`src/rtl/right_shift_pipe_pkg.sv`:
```
// Shared sizing helpers and the per-stage record for the log right-shift pipeline.
// Build option RIGHT_SHIFT_PIPE_ARITH_EN makes the arith flag in the record live; otherwise it is tied to zero.
package right_shift_pipe_pkg;

    localparam int MAX_WIDTH = 64;

    function automatic int clog2(input int value);
        int r;
        r = 0;
        for (int v = value - 1; v > 0; v = v >> 1) begin
            r++;
        end
        return r;
    endfunction

    // One stage per shift bit; width 2 still needs a single stage.
    function automatic int stages_of(input int width);
        return (width < 2) ? 1 : clog2(width);
    endfunction

    localparam int MAX_STAGES = clog2(MAX_WIDTH);

    // Sized for the widest supported build; narrower builds use the low bits and leave the rest zero.
    typedef struct packed {
        logic [MAX_WIDTH-1:0]  data;
        logic [MAX_STAGES-1:0] shift;
        logic                  arith;
        logic                  vld;
    } stage_rec_t;

endpackage

```
`src/rtl/right_shift_pipe_if.sv`:
```
// Producer/consumer bundle for right_shift_pipe; slave modport is the pipeline side.
// RIGHT_SHIFT_PIPE_ARITH_EN adds the arith qualifier travelling with iBits.
interface right_shift_pipe_if
    import right_shift_pipe_pkg::*;
#(
    parameter int width = 8
);
    localparam int STAGES = stages_of(width);

    logic [width-1:0]  iBits;
    logic [STAGES-1:0] shift;
    logic              iValid;
    logic              iReady;
    logic [width-1:0]  oBits;
    logic              oValid;
    logic              oReady;
`ifdef RIGHT_SHIFT_PIPE_ARITH_EN
    logic              arith;

    modport master (
        output iBits, shift, iValid, arith, oReady,
        input  iReady, oBits, oValid
    );

    modport slave (
        input  iBits, shift, iValid, arith, oReady,
        output iReady, oBits, oValid
    );
`else
    modport master (
        output iBits, shift, iValid, oReady,
        input  iReady, oBits, oValid
    );

    modport slave (
        input  iBits, shift, iValid, oReady,
        output iReady, oBits, oValid
    );
`endif

endinterface

```
`src/rtl/right_shift_stage.sv`:
```
// One registered stage of the log shifter: shifts by 2^k when shift bit k is set, 1 cycle.
// Loads when empty or when its content leaves this cycle; otherwise holds data and valid.
module right_shift_stage
    import right_shift_pipe_pkg::*;
#(
    parameter int width = 8,
    parameter int k     = 0
) (
    input  logic       clk,
    input  logic       rst,
    input  stage_rec_t in_rec,
    output logic       in_rdy,
    output stage_rec_t out_rec,
    input  logic       out_rdy
);
    localparam int AMT = 1 << k;

    stage_rec_t       rec_q;
    stage_rec_t       rec_d;
    logic             load;
    logic             fill;
    logic [width-1:0] cur;
    logic [width-1:0] shifted;

    always_comb begin
        load    = !rec_q.vld || out_rdy;
        cur     = in_rec.data[width-1:0];
        // Sign is still in the MSB after earlier arithmetic stages, so it is safe to re-read here.
        fill    = in_rec.arith & cur[width-1];
        shifted = cur;
        if (in_rec.shift[k]) begin
            shifted = {{AMT{fill}}, cur[width-1:AMT]};
        end
    end

    // Data only moves with a valid item, so bubbles never disturb the output word.
    always_comb begin
        rec_d = rec_q;
        if (load) begin
            rec_d.vld = in_rec.vld;
            if (in_rec.vld) begin
                rec_d.data             = '0;
                rec_d.data[width-1:0]  = shifted;
                rec_d.shift            = in_rec.shift;
                rec_d.arith            = in_rec.arith;
            end
        end
    end

    always_ff @(posedge clk) begin
        if (rst) begin
            rec_q <= '0;
        end else begin
            rec_q <= rec_d;
        end
    end

    assign in_rdy  = load;
    assign out_rec = rec_q;

endmodule

```
`src/rtl/right_shift_pipe.sv`:
```
// Pipelined logical (optionally arithmetic via RIGHT_SHIFT_PIPE_ARITH_EN) right shifter, latency clog2(width).
// Valid/ready on both sides; stalls propagate back stage by stage and bubbles are squeezed out.
module right_shift_pipe
    import right_shift_pipe_pkg::*;
#(
    parameter int width = 8
) (
    input  logic               clk,
    input  logic               rst,
    right_shift_pipe_if.slave  bus
);
    localparam int STAGES = stages_of(width);

    if (width < 2) begin : g_width_too_small
        $error("right_shift_pipe: width must be at least 2");
    end
    if (width > MAX_WIDTH) begin : g_width_too_large
        $error("right_shift_pipe: width exceeds MAX_WIDTH of right_shift_pipe_pkg");
    end

    stage_rec_t in_rec;
    stage_rec_t out_rec   [STAGES];
    logic       stage_rdy [STAGES];

    always_comb begin
        in_rec                    = '0;
        in_rec.data[width-1:0]    = bus.iBits;
        in_rec.shift[STAGES-1:0]  = bus.shift;
        in_rec.vld                = bus.iValid;
`ifdef RIGHT_SHIFT_PIPE_ARITH_EN
        in_rec.arith              = bus.arith;
`endif
    end

    for (genvar g = 0; g < STAGES; g++) begin : g_stage
        stage_rec_t stage_in;
        logic       down_rdy;

        if (g == 0) begin : g_first
            assign stage_in = in_rec;
        end else begin : g_chain
            assign stage_in = out_rec[g-1];
        end

        if (g == STAGES - 1) begin : g_last
            assign down_rdy = bus.oReady;
        end else begin : g_mid
            assign down_rdy = stage_rdy[g+1];
        end

        right_shift_stage #(
            .width (width),
            .k     (g)
        ) u_stage (
            .clk     (clk),
            .rst     (rst),
            .in_rec  (stage_in),
            .in_rdy  (stage_rdy[g]),
            .out_rec (out_rec[g]),
            .out_rdy (down_rdy)
        );
    end

    assign bus.iReady = stage_rdy[0];
    assign bus.oBits  = out_rec[STAGES-1].data[width-1:0];
    assign bus.oValid = out_rec[STAGES-1].vld;

endmodule

```
`src/flat_wrapper.sv`:
```
// flat-port wrapper written by rule: the top's interface ports become plain ports
module right_shift_pipe_flat import right_shift_pipe_pkg::*;
#(
    parameter int width = 8
)
  (clk, rst, bus_iBits, bus_shift, bus_iValid, bus_oReady, bus_iReady, bus_oBits, bus_oValid);
  right_shift_pipe_if #(.width(width)) bus_i ();
  input  logic clk;
  input  logic rst;
  input wire logic [$bits(bus_i.iBits)-1:0] bus_iBits;
  input wire logic [$bits(bus_i.shift)-1:0] bus_shift;
  input wire logic [$bits(bus_i.iValid)-1:0] bus_iValid;
  input wire logic [$bits(bus_i.oReady)-1:0] bus_oReady;
  output wire logic [$bits(bus_i.iReady)-1:0] bus_iReady;
  output wire logic [$bits(bus_i.oBits)-1:0] bus_oBits;
  output wire logic [$bits(bus_i.oValid)-1:0] bus_oValid;
  assign bus_i.iBits = bus_iBits;
  assign bus_i.shift = bus_shift;
  assign bus_i.iValid = bus_iValid;
  assign bus_i.oReady = bus_oReady;
  assign bus_iReady = bus_i.iReady;
  assign bus_oBits = bus_i.oBits;
  assign bus_oValid = bus_i.oValid;
  right_shift_pipe #(.width(width)) u_core (.clk(clk), .rst(rst), .bus(bus_i));
endmodule
```
`config.mk`:
```
export PLATFORM = sky130hd
export DESIGN_NAME = right_shift_pipe_flat
export DESIGN_NICKNAME = d
export VERILOG_FILES = /design/src/rtl/right_shift_pipe_pkg.sv /design/src/rtl/right_shift_pipe_if.sv /design/src/rtl/right_shift_stage.sv /design/src/rtl/right_shift_pipe.sv /design/src/flat_wrapper.sv
export SDC_FILE = /design/constraint.sdc
export NUM_CORES = 1
export LEC_CHECK = 0
export BUFFER_PORTS_ARGS = -buffer_cell sky130_fd_sc_hd__buf_4
export CAP_MARGIN = 40
export CORE_MARGIN = 10
export CORE_UTILIZATION = 57
export DETAILED_ROUTE_END_ITERATION = 12
export PLACE_DENSITY = 0.83
export SKIP_CTS_REPAIR_TIMING = 1
export SLEW_MARGIN = 20
export SYNTH_ARGS = -nofsm -noshare
export SYNTH_HDL_FRONTEND = slang
export SYNTH_SLANG_ARGS = --single-unit
```
`constraint.sdc`:
```
create_clock -name clk -period 3.4 [get_ports clk]
set_input_delay 0 -clock clk [delete_from_list [all_inputs] [get_ports clk]]
set_output_delay 0 -clock clk [all_outputs]
set_load 0.01 [all_outputs]
```
==> results.ini <==
[logic_synthesis]
syn_nets=154
ys_ff_latch=30
synth_area_um2=1320
postSynthAreaPerCell_um2=9.51
ys_seq_area_share_pct=45.5
ys_types=22
yosysWarningCount=0
synthCells=139

[cts]
cts_max_level=2
tritoncts=done
clockBufferDepth=2
clk_pin_slew_ns=0.09
clk_latency_ns=0.32
clock_sinks=30
cts_made_buffers=5
cts_root_buf=clkbuf_4

[status]
status=finished clean

[power]
peakVddDrop_uv=308
p_comb_share_pct=12.2
seqPwrFrac_pct=59.2
p_int_w=0.000486
power_density_nw_per_um2=420
switching_share_pct=25.6
p_total_w=0.000653
p_leak_nw=0.577
p_clk_share_pct=28.6
switching_power_w=0.000167

[global_route]
antenna_found_initial=0
grt_first_pass_wirelength_um=4650
grt_max_degree=36
grt.overflow.total=0
gr-usage-all-layers_pct=13.1
grt_pass1_vias=1073

[die]
num_rows=17
dieArea_um2=4640
core_area_um2=2210
die_width_um=68.1
boundaryPins=25
initial_core_util_pct=59.7
die_height_um=68.1

[route]
wl_um=2840
drt_iter0_markers=101
route.detailed.drc=0
routed-via-count=1098
drtAntennaViolNets=0
via_per_inst=5.84
drtPass1Iterations=4
wl_per_cell_um=15.1

[worst_hold_path]
holdCritPathClass=in -> reg
min_path_cells=3
whs_endpoint=u_core.g_stage[0].u_stage.out_rec[12]$_SDFFE_PP0P_
hold_path_startpoint=bus_iBits[4]

[finish]
layout_commonest_cell=dfxtp_1
layout_common_cells=dfxtp_1 (30), a21oi_1 (24), buf_4 (24), mux2i_1 (18), a211oi_1 (17)
num_antenna_cells=0
layout-drive-gt1-share_pct=20.6
stdcell_area_um2=1550
syn_to_final_growth_pct=17.5
largest_reg_flops=30
fin_nets=175

[sta]
fin_crit_sh_pct=55.7
slew_headroom_pct=63.1
setup_viol_count_final=0
fmax_mhz=528
setup_tns_ns=0
min_period_ns=1.89
hold_viol_final=0
fin_skew_ns=0.00490
slew_violations=0
holdWs_ns=0.0340
rsz0062_at_grt=false
worst_pin_slew_ns=0.550

[critical_path]
r2r_end=u_core.g_stage[0].u_stage.out_rec[10]$_SDFFE_PP0P_
critPathLaunch=u_core.g_stage[1].u_stage.out_rec[0]$_SDFFE_PP0P_
crit_fanout=13
worstSetupPathType=reg -> reg
required_ns=3.63
startpoint_type=register
arrival_ns=2.12
ff2ff_setup_slack_ns=1.51
r2r-start=u_core.g_stage[1].u_stage.out_rec[0]$_SDFFE_PP0P_
reg2reg_depth=3
end_kind=register

[placement]
portBuffers=24
dp_hpwl_um=2060
gp_congestion=0.788
placed_cell_area_um2=1480

[job]
drv_cap=0

[worst max-delay path by stage]
stage,slack [ns],end
3_3_place_gp,1.68,u_core.g_stage[0].u_stage.out_rec[9]$_SDFFE_PP0P_
4_1_cts,1.51,u_core.g_stage[0].u_stage.out_rec[10]$_SDFFE_PP0P_
5_1_grt,1.33,u_core.g_stage[0].u_stage.out_rec[11]$_SDFFE_PP0P_
2_1_floorplan,2.24,u_core.g_stage[2].u_stage.out_rec[15]$_SDFFE_PP0P_
3_5_place_dp,1.54,u_core.g_stage[0].u_stage.out_rec[10]$_SDFFE_PP0P_
6_report,1.51,u_core.g_stage[0].u_stage.out_rec[10]$_SDFFE_PP0P_
[cell usage after synthesis]
library cell	number	area [µm²]
o31ai_1	1	7.51
a211oi_1	17	128
nor3b_1	3	22.5
or4_1	1	7.51
o21ai_0	4	20.0
dfxtp_1	30	601
mux2i_1	18	180
and2_1	1	6.26
nand3_1	3	15.0
and2b_1	1	7.51
clkbuf_1	7	26.3
buf_4	2	15.0
nor2_1	1	3.75
nand4b_1	6	52.6
o21ai_1	4	20.0
a21oi_1	24	120
nand2b_1	6	37.5
nand3b_1	1	7.51
inv_2	1	3.75
inv_1	3	11.3
buf_2	4	20.0
a21oi_2	1	8.76
[critical path, stage by stage, from the launching register on]
cell	delay, ns
dfxtp_1	0.54
nand4b_1	0.52
and2_1	0.49
a211oi_1	0.25
[logic make-up (layout without fill, tap and decap cells)]
family	count (synthesis)	after routing	share of synthesized area, %
flip-flops	30	30	45.5
multiplexers	18	18	13.6
AND/OR/NAND/NOR	23	23	12.1
buffers and inverters	17	38	5.78
AO/OA/AOI/OAI	51	51	23.0
[routing by layer]
metal  wire length [µm]  GRT usage, %  vias up  part of all wire (%)
met5                  0             0        -                     0
met4                 35          6.78        0                   1.2
met3                169          4.24        4                   5.9
met2               1450          22.6       39                    51
met1               1190          14.1      500                    42
li1                   -             -      555                     -
[power by group through the flow]
stage               Sequential [W]  Combinational [W]  Clock [W]
CTS                       0.000386          0.0000774   0.000192
finish                    0.000386          0.0000799   0.000187
floorplan                 0.000387          0.0000563          0
global route              0.000390          0.0000892   0.000210
global placement          0.000394          0.0000747          0
detailed placement        0.000394          0.0000774          0
[area by class of cell]
class                      instances  area (µm²)
clock buffer                       5        37.5
multi-input combinational         92         644
inverter                           4        15.0
fill                             193         659
clock inverter                     2        10.0
tap                               28        35.0
timing repair buffer              27         210
sequential                        30         601
[per-stage QoR]
stage | setup WS [ns] | utilization (%) | cells
detailed placement | 1.54 | 66.7 | 178
global placement | 1.68 | 66.7 | 178
global route | 1.33 | 70.2 | 188
finish | 1.51 | 70.2 | 188
CTS | 1.51 | 68.8 | 185
floorplan | 2.24 | - | 139
(Power assumes the default switching activity.)
